`config.mk`:
```
export PLATFORM = sky130hd
export DESIGN_NAME = shift_out_sched
export DESIGN_NICKNAME = d
export VERILOG_FILES = /design/src/rtl/shift_out_sched.sv
export SDC_FILE = /design/constraint.sdc
export NUM_CORES = 1
export LEC_CHECK = 0
export CAP_MARGIN = 15
export CORE_AREA = 2 2 133 135
export DETAILED_ROUTE_END_ITERATION = 10
export DIE_AREA = 0 0 135 137
export GPL_ROUTABILITY_DRIVEN = 0
export HOLD_SLACK_MARGIN = 0.06
export PLACE_DENSITY = 0.72
export SETUP_SLACK_MARGIN = 0.05
export SLEW_MARGIN = 20
export SYNTH_ARGS = -nofsm -noshare
export SYNTH_HDL_FRONTEND = slang
export SYNTH_SLANG_ARGS = --single-unit
```
`constraint.sdc`:
```
create_clock -name clk -period 2.5 [get_ports clk]
set_input_delay 0.25 -clock clk [delete_from_list [all_inputs] [get_ports clk]]
set_output_delay 0.25 -clock clk [all_outputs]
set_load 0.01 [all_outputs]
```
`src/rtl/shift_out_sched.sv`:
```
// Round-robin owner of a shared PISO shift register: captures the winner's word,
// paces the shift one bit every DIV clocks (LSB first) and acks the owner at frame end.
module shift_out_sched #(
  parameter int WIDTH = 64,
  parameter int NREQ  = 4,
  parameter int DIV   = 1,
  parameter int GAP   = 0
) (
  input  logic                  clk,
  input  logic                  reset,
  input  logic [NREQ-1:0]       req,
  input  logic [NREQ*WIDTH-1:0] req_data,
  input  logic                  abort,
  output logic [NREQ-1:0]       grant,
  output logic [NREQ-1:0]       ack,
  output logic                  busy,
  output logic                  tx_active,
  output logic                  sh_load,
  output logic                  sh_enable,
  output logic [WIDTH-1:0]      sh_data
);

  localparam int BW = (WIDTH > 1) ? $clog2(WIDTH) : 1;
  localparam int DW = $clog2(DIV) + 1;
  localparam int GW = $clog2(GAP + 1) + 1;
  localparam int PW = (NREQ > 1) ? $clog2(NREQ) : 1;

  typedef enum logic [1:0] {S_IDLE, S_LOAD, S_SHIFT, S_GAP} state_t;

  state_t            state_q, state_d;
  logic [NREQ-1:0]   grant_q, grant_d, ack_q, ack_d;
  logic              busy_q, busy_d, tx_active_q, tx_active_d;
  logic              sh_load_q, sh_load_d, sh_enable_q, sh_enable_d;
  logic [WIDTH-1:0]  sh_data_q, sh_data_d;
  logic [PW-1:0]     last_q, last_d;
  logic [BW-1:0]     bit_q, bit_d;
  logic [DW-1:0]     div_q, div_d;
  logic [GW-1:0]     gap_q, gap_d;

  logic [NREQ-1:0]   elig;
  logic [PW-1:0]     cand, win_idx;
  logic              win_found;

  // A requester whose ack is on the wire this cycle is not eligible again yet.
  assign elig = req & ~ack_q;

  // Scan from lowest to highest priority so the nearest requester after last_q wins.
  always_comb begin
    win_found = 1'b0;
    win_idx   = '0;
    cand      = '0;
    for (int k = NREQ; k >= 1; k--) begin
      cand = PW'((int'(last_q) + k) % NREQ);
      if (elig[cand]) begin
        win_found = 1'b1;
        win_idx   = cand;
      end
    end
  end

  always_comb begin
    state_d     = state_q;
    grant_d     = grant_q;
    ack_d       = '0;
    sh_load_d   = 1'b0;
    sh_data_d   = sh_data_q;
    last_d      = last_q;
    bit_d       = bit_q;
    div_d       = div_q;
    gap_d       = gap_q;
    case (state_q)
      S_IDLE: begin
        if (win_found) begin
          state_d   = S_LOAD;
          grant_d   = NREQ'(1) << win_idx;
          sh_data_d = req_data[int'(win_idx)*WIDTH +: WIDTH];
          sh_load_d = 1'b1;
          last_d    = win_idx;
        end
      end
      S_LOAD: begin
        bit_d = '0;
        div_d = '0;
        gap_d = '0;
        if (abort) begin
          state_d = (GAP > 0) ? S_GAP : S_IDLE;
          grant_d = '0;
        end else begin
          state_d = S_SHIFT;
        end
      end
      S_SHIFT: begin
        gap_d = '0;
        if (abort) begin
          state_d = (GAP > 0) ? S_GAP : S_IDLE;
          grant_d = '0;
        end else if (div_q == DW'(DIV - 1)) begin
          if (bit_q == BW'(WIDTH - 1)) begin
            state_d = (GAP > 0) ? S_GAP : S_IDLE;
            ack_d   = grant_q;
            grant_d = '0;
          end else begin
            bit_d = bit_q + BW'(1);
            div_d = '0;
          end
        end else begin
          div_d = div_q + DW'(1);
        end
      end
      S_GAP: begin
        if (gap_q == GW'(GAP - 1)) state_d = S_IDLE;
        else                       gap_d   = gap_q + GW'(1);
      end
      default: state_d = S_IDLE;
    endcase
    // Strobes are registered, so they are derived from the next-cycle counters.
    tx_active_d = (state_d == S_SHIFT);
    busy_d      = (state_d != S_IDLE);
    sh_enable_d = (state_d == S_SHIFT) && (div_d == DW'(DIV - 1)) &&
                  (bit_d != BW'(WIDTH - 1));
  end

  always_ff @(posedge clk) begin
    if (reset) begin
      state_q     <= S_IDLE;
      grant_q     <= '0;
      ack_q       <= '0;
      busy_q      <= 1'b0;
      tx_active_q <= 1'b0;
      sh_load_q   <= 1'b0;
      sh_enable_q <= 1'b0;
      sh_data_q   <= '0;
      last_q      <= PW'(NREQ - 1);
      bit_q       <= '0;
      div_q       <= '0;
      gap_q       <= '0;
    end else begin
      state_q     <= state_d;
      grant_q     <= grant_d;
      ack_q       <= ack_d;
      busy_q      <= busy_d;
      tx_active_q <= tx_active_d;
      sh_load_q   <= sh_load_d;
      sh_enable_q <= sh_enable_d;
      sh_data_q   <= sh_data_d;
      last_q      <= last_d;
      bit_q       <= bit_d;
      div_q       <= div_d;
      gap_q       <= gap_d;
    end
  end

  assign grant     = grant_q;
  assign ack       = ack_q;
  assign busy      = busy_q;
  assign tx_active = tx_active_q;
  assign sh_load   = sh_load_q;
  assign sh_enable = sh_enable_q;
  assign sh_data   = sh_data_q;

endmodule
```
==> flow_metrics.env, run 1 <==
export IMPL_status="finished clean"
export IMPL_synth_area_mux_share=0.0412
export IMPL_synth_simple_area_share=0.181
export IMPL_wire_per_inst_um=20.3
export IMPL_cts_tree="built"
export IMPL_cts_buffer_depth=2
export IMPL_cts_resized=0
export IMPL_routed_wl_um=25400
export IMPL_initial_utilization=0.330
export IMPL_worstMarginPinSlew_ns=0.632
export IMPL_fin_util=0.568
export IMPL_vias=7205
export IMPL_async_reset_ff_frac=0
export IMPL_finalSetupViolations=0
export IMPL_seqPwrFrac=0.303
export IMPL_hpwl_um=17900
export IMPL_p_per_area_nw_per_um2=606
export IMPL_layout_commonest_cell="clkdlybuf4s50_1"
export IMPL_synth_top_family_by_area="compound AO/OA/AOI/OAI gates"
export IMPL_critPathLaunchType="register"
export IMPL_period_needed_ns=2.27
export IMPL_combPwrFrac=0.453
export IMPL_finClkSkew_ns=0.00665
export IMPL_netlist_instances=720
export IMPL_synth_xor_area_frac=0.00156
export IMPL_p_leak_uw=0.00356
export IMPL_ir_drop_uv=321
export IMPL_row_count=48
export IMPL_cp_data_required_time_ns=2.72
export IMPL_synth_compound_area_frac=0.380
export IMPL_synth_fa_ha_area_frac=0.0156
export IMPL_final_antenna_net_count=0
export IMPL_grt_pass1_vias=6887
export IMPL_cap_violations=0
export IMPL_drtIter0Drc=493
export IMPL_wl_met1_um=10100
export IMPL_postCtsHoldBufs=0
export IMPL_finalSetupTns_ns=0
export IMPL_synth_edff_count=0
export IMPL_sw_frac_of_total=0.350
export IMPL_wl_met2_um=11900
export IMPL_port_buffers=338
export IMPL_layout_drive_gt1_share=0.0615
export IMPL_htreeDepth=3
export IMPL_synth_flop_cell="dfxtp_1"
export IMPL_dr_wl_met3_um=2460
export IMPL_synth_cell_type_count=56
export IMPL_area_delta_synth_final_pct=72.5
export IMPL_clock_latency_ns=0.35
export IMPL_die_h_um=137
export IMPL_cp_max_fo=8
export IMPL_synth_area_um2=5620
export IMPL_finalPower_uw=5870
export IMPL_drc=0
export IMPL_grtUsageTotal=0.263
export IMPL_clockRootBuffer="clkbuf_16"
export IMPL_antenna_found_initial=0
export IMPL_grt_max_degree=54
export IMPL_slew_headroom=0.579
export IMPL_pin_count=339
export IMPL_syn_area_per_cell_um2=7.81
export IMPL_finish_net_count=1290
export IMPL_worstPathArrival_ns=2.50
export IMPL_die_area_um2=18500
export IMPL_core_um2=17100
export IMPL_p_sw_uw=2060
export IMPL_finalHoldViolCount=0
export IMPL_clk_pin_slew_worst_paths_ns=0.07
export IMPL_grt_pass1_wl_um=37900
export IMPL_overflow=0
export IMPL_fmax_mhz=440
export IMPL_ys_ff_latch=88
export IMPL_hp_class="in -> reg"
export IMPL_ys_seq_area_frac=0.313
export IMPL_rsz0062_at_grt="false"
export IMPL_most_common_layout_cells="clkdlybuf4s50_1, dfxtp_1, nor2_1"
export IMPL_drt_first_pass_iters=5
export IMPL_via_per_inst=5.76
export IMPL_routed_top_layer="met4"
export IMPL_cts_buffers=9
export IMPL_crit_type="reg -> reg"
export IMPL_finalMaxSlewViolations=0
export IMPL_end_kind="register"
export IMPL_post_route_period_util=0.910
export IMPL_dieWidth_um=135
export IMPL_rrSetupSlack_ns=0.23
export IMPL_cts_num_sinks=88
export IMPL_ys_warnings_count=0
export IMPL_post_cts_buffers=0
export IMPL_p_int_uw=3810
export IMPL_clock_power_share=0.244
export IMPL_synth_nets=990
export IMPL_diodes=0
cells in the mapped netlist, drive strengths merged (2+ instances only):
cell type | n | area share
a211o | 4 | 0.0062
and2 | 7 | 0.0078
nand3b | 12 | 0.016
nor4bb | 2 | 0.0036
mux2i | 22 | 0.039
a31oi | 55 | 0.061
buf | 22 | 0.024
o22ai | 2 | 0.0022
inv | 6 | 0.0040
a21o | 54 | 0.072
nand4 | 4 | 0.0045
clkbuf | 58 | 0.039
a211oi | 3 | 0.0062
o2111ai | 2 | 0.0031
nor3 | 2 | 0.0018
nand2 | 15 | 0.010
ha | 7 | 0.016
a311oi | 54 | 0.084
o21ai | 111 | 0.099
nand3 | 59 | 0.053
a21oi | 11 | 0.0098
o221ai | 11 | 0.017
nor2b | 7 | 0.0078
dfxtp | 88 | 0.31
or4b | 2 | 0.0042
o21bai | 2 | 0.0027
nor2 | 67 | 0.046
or4 | 2 | 0.0027
nand2b | 9 | 0.010
nor3b | 3 | 0.0049
nor4 | 2 | 0.0022
flip-flops by register name, summed over array words and instances (netlist names):
signal	count
gap_q	1
state_q	2
last_q	2
ack	4
div_q	1
busy	1
sh_load	1
sh_enable	1
grant	4
sh_data	64
bit_q	6
tx_active	1
logic make-up after synthesis:
logic type | Yosys count
AO/OA/AOI/OAI | 317
XOR/XNOR | 1
adder cells (fa/ha/maj) | 7
buffers and inverters | 86
flip-flops | 88
multiplexers | 23
AND/OR/NAND/NOR | 198
power groups by stage:
stage	combinational (uW)	clock (uW)	sequential [uW]
2_1_floorplan	1190	0	1880
3_3_place_gp	2640	0	1800
3_5_place_dp	2650	0	1810
4_1_cts	2660	1450	1780
5_1_grt	2860	1510	1800
6_report	2660	1430	1780
metrics by stage:
stage               setup WS, ns  instance area, um^2  std cells  hold WS (ns)
detailed placement         0.116                 9390       1234         0.468
CTS                        0.251                 9690       1250         0.400
global route               0.124                 9690       1250         0.428
finish                     0.226                 9690       1250         0.396
floorplan                  0.512                 5620        720         0.414
global placement           0.176                 9390       1234         0.458
routing by layer:
layer / vias to the layer above / track usage
met3: 70 / 0.0711
met2: 410 / 0.426
met5: - / 0
li1: 3355 / -
met4: 0 / 0.113
met1: 3370 / 0.329
path summary, 6_finish.rpt:
check,startpoint,endpoint,cells after the start
setup / recovery,state_q[1],sh_enable,7
hold / removal,reset,sh_load,2
setup reg to reg,state_q[1],sh_enable,7
hold reg to reg,grant[3],grant[3],2
final cells by class:
cell class / count / area, um^2
tap: 225 / 282
fill: 1596 / 7360
multi-input combinational: 546 / 3530
clock buffer: 10 / 239
clock inverter: 6 / 67.6
inverter: 6 / 22.5
timing repair buffer: 369 / 3790
sequential: 88 / 1760
worst max-delay path: stages, from the launching register on:
cell and delay [ns]:
dfxtp_1 0.43, inv_1 0.13, ha_1 0.44, nor4bb_1 0.39, buf_4 0.20, o2111ai_1 0.11, a2111oi_0 0.31, a211oi_1 0.13
No activity file was read; power rests on OpenSTA's default activity.
==> run 2, diff against run 1 <==
CORE_AREA = unset   (was 2 2 133 135)
CORE_MARGIN = 2   (was unset)
CORE_UTILIZATION = 33   (was unset)
DIE_AREA = unset   (was 0 0 135 137)
REMOVE_ABC_BUFFERS = 1   (was unset)
==> run 2 against run 1 <==
  * Sequential cell count did not move
  * Critical path type unchanged
  * Design area rose by 0.30%
  * Worst hold slack got worse by 0.036 ns
==> flow_metrics.env, run 2 (same netlist as run 1, synthesis figures left out) <==
export IMPL_grt_max_degree=54
export IMPL_cp_top_family="compound AO/OA/AOI/OAI gates"
export IMPL_row_count=47
export IMPL_finalSetupViolations=0
export IMPL_die_h_um=135
export IMPL_ir_drop_uv=319
export IMPL_worstPathArrival_ns=2.50
export IMPL_clock_latency_ns=0.35
export IMPL_fmax_mhz=438
export IMPL_hpwl_um=17700
export IMPL_routed_wl_um=25200
export IMPL_layout_drive_gt1_share=0.0614
export IMPL_grt_pass1_wl_um=37800
export IMPL_clockRootBuffer="clkbuf_16"
export IMPL_area_delta_synth_final_pct=73.0
export IMPL_p_leak_uw=0.00358
export IMPL_cts_tree="built"
export IMPL_clk_pin_slew_worst_paths_ns=0.06
export IMPL_layout_commonest_cell="clkdlybuf4s50_1"
export IMPL_cts_buffer_depth=2
export IMPL_dp_cells=1230
export IMPL_period_needed_ns=2.28
export IMPL_cp_max_fo=8
export IMPL_cpMaxStageDelayCell="dfxtp_1"
export IMPL_die_area_um2=18100
export IMPL_diodes=0
export IMPL_finalHoldViolCount=0
export IMPL_grtUsageTotal=0.267
export IMPL_slowest_delay_ns=0.42
export IMPL_fin_ws_ns=0.218
export IMPL_drt_first_pass_iters=5
export IMPL_crit_top_cell="buf_4"
export IMPL_cap_violations=0
export IMPL_fillers=1517
export IMPL_postCtsHoldBufs=0
export IMPL_dp_slack_ns=0.0152
export IMPL_initial_utilization=0.338
export IMPL_drtIter0Drc=533
export IMPL_multi_input_area_um2=3530
export IMPL_dieWidth_um=135
export IMPL_post_cts_buffers=0
export IMPL_critPathLaunchType="register"
export IMPL_finalPower_uw=6030
export IMPL_status="finished clean"
export IMPL_p_per_area_nw_per_um2=620
export IMPL_vias=7138
export IMPL_via_per_inst=5.73
export IMPL_slew_headroom=0.549
export IMPL_critPathBufInv=3
export IMPL_final_cells=1246
export IMPL_cts_buffers=9
export IMPL_wire_per_inst_um=20.3
export IMPL_regArea_um2=1760
export IMPL_largest_register_ffs=64
export IMPL_finalSetupTns_ns=0
export IMPL_post_route_period_util=0.913
export IMPL_overflow=0
export IMPL_crit_type="reg -> reg"
export IMPL_most_common_layout_cells="clkdlybuf4s50_1, dfxtp_1, nor2_1"
export IMPL_core_um2=16600
export IMPL_port_buffers=338
export IMPL_finalMaxSlewViolations=0
export IMPL_rsz0062_at_grt="false"
export IMPL_worstMarginPinSlew_ns=0.676
export IMPL_finClkSkew_ns=0.00826
export IMPL_end_kind="register"
export IMPL_cts_resized=0
export IMPL_final_antenna_net_count=0
export IMPL_htreeDepth=3
export IMPL_cts_num_sinks=88
export IMPL_hp_class="in -> reg"
export IMPL_cp_data_required_time_ns=2.72
export IMPL_antenna_found_initial=0
export IMPL_drc=0
export IMPL_cp_cell_sequence="inv_1 -> ha_1 -> nor4bb_1 -> buf_4 -> o2111ai_1 -> a2111oi_0 -> buf_4 -> a211oi_1"
export IMPL_finish_net_count=1291
export IMPL_grt_pass1_vias=6748
export IMPL_pin_count=339
[run 2: cell types whose count changed in the layout (fill, tap and decap cells not counted)]
| cell | before | now |
|---|---|---|
| buf_12 | 14 | 13 |
| inv_6 | 1 | 0 |
| bufinv_16 | 1 | 3 |
| clkbuf_1 | 0 | 1 |
| buf_4 | 17 | 19 |
| clkinvlp_4 | 2 | 0 |
[run 2: cell type report]
| type | count | area share |
|---|---|---|
| timing repair buffer | 370 | 0.389 |
| multi-input combinational | 546 | 0.364 |
| sequential | 88 | 0.181 |
| tap | 220 | 0.0283 |
| clock buffer | 11 | 0.0250 |
| clock inverter | 5 | 0.0107 |
| inverter | 6 | 0.00232 |
[run 2: path summary, 6_finish.rpt]
check | start | end | slack [ns] | cells past startpoint
worst max-delay path | state_q[1] | sh_enable | 0.22 | 8
worst min-delay path | reset | bit_q[0] | 0.36 | 2
worst max register to register | state_q[1] | sh_enable | 0.22 | 8
worst min register to register | grant[0] | grant[0] | 0.47 | 2
[run 2: per-stage QoR]
stage          area (um^2)  utilization  hold slack, ns
4_1_cts               9720        0.584           0.349
3_5_place_dp          9380        0.563           0.457
5_1_grt               9720        0.584           0.372
3_3_place_gp          9380        0.563           0.459
2_1_floorplan         5270            -           0.319
6_report              9720        0.584           0.360
[run 2: report_power, final]
| part | internal, uW | total, uW | switching [uW] |
|---|---|---|---|
| combinational | 1360 | 2640 | 1280 |
| clock | 1010 | 1600 | 597 |
| sequential | 1640 | 1780 | 148 |
| total | 4010 | 6030 | 2030 |
[run 2: per-layer routing]
metal | part of all wire | up-vias | global-route usage
li1 | - | 3361 | -
met3 | 0.087 | 52 | 0.0544
met4 | 0.033 | 0 | 0.106
met5 | 0 | - | 0
met1 | 0.40 | 3355 | 0.335
met2 | 0.48 | 370 | 0.448
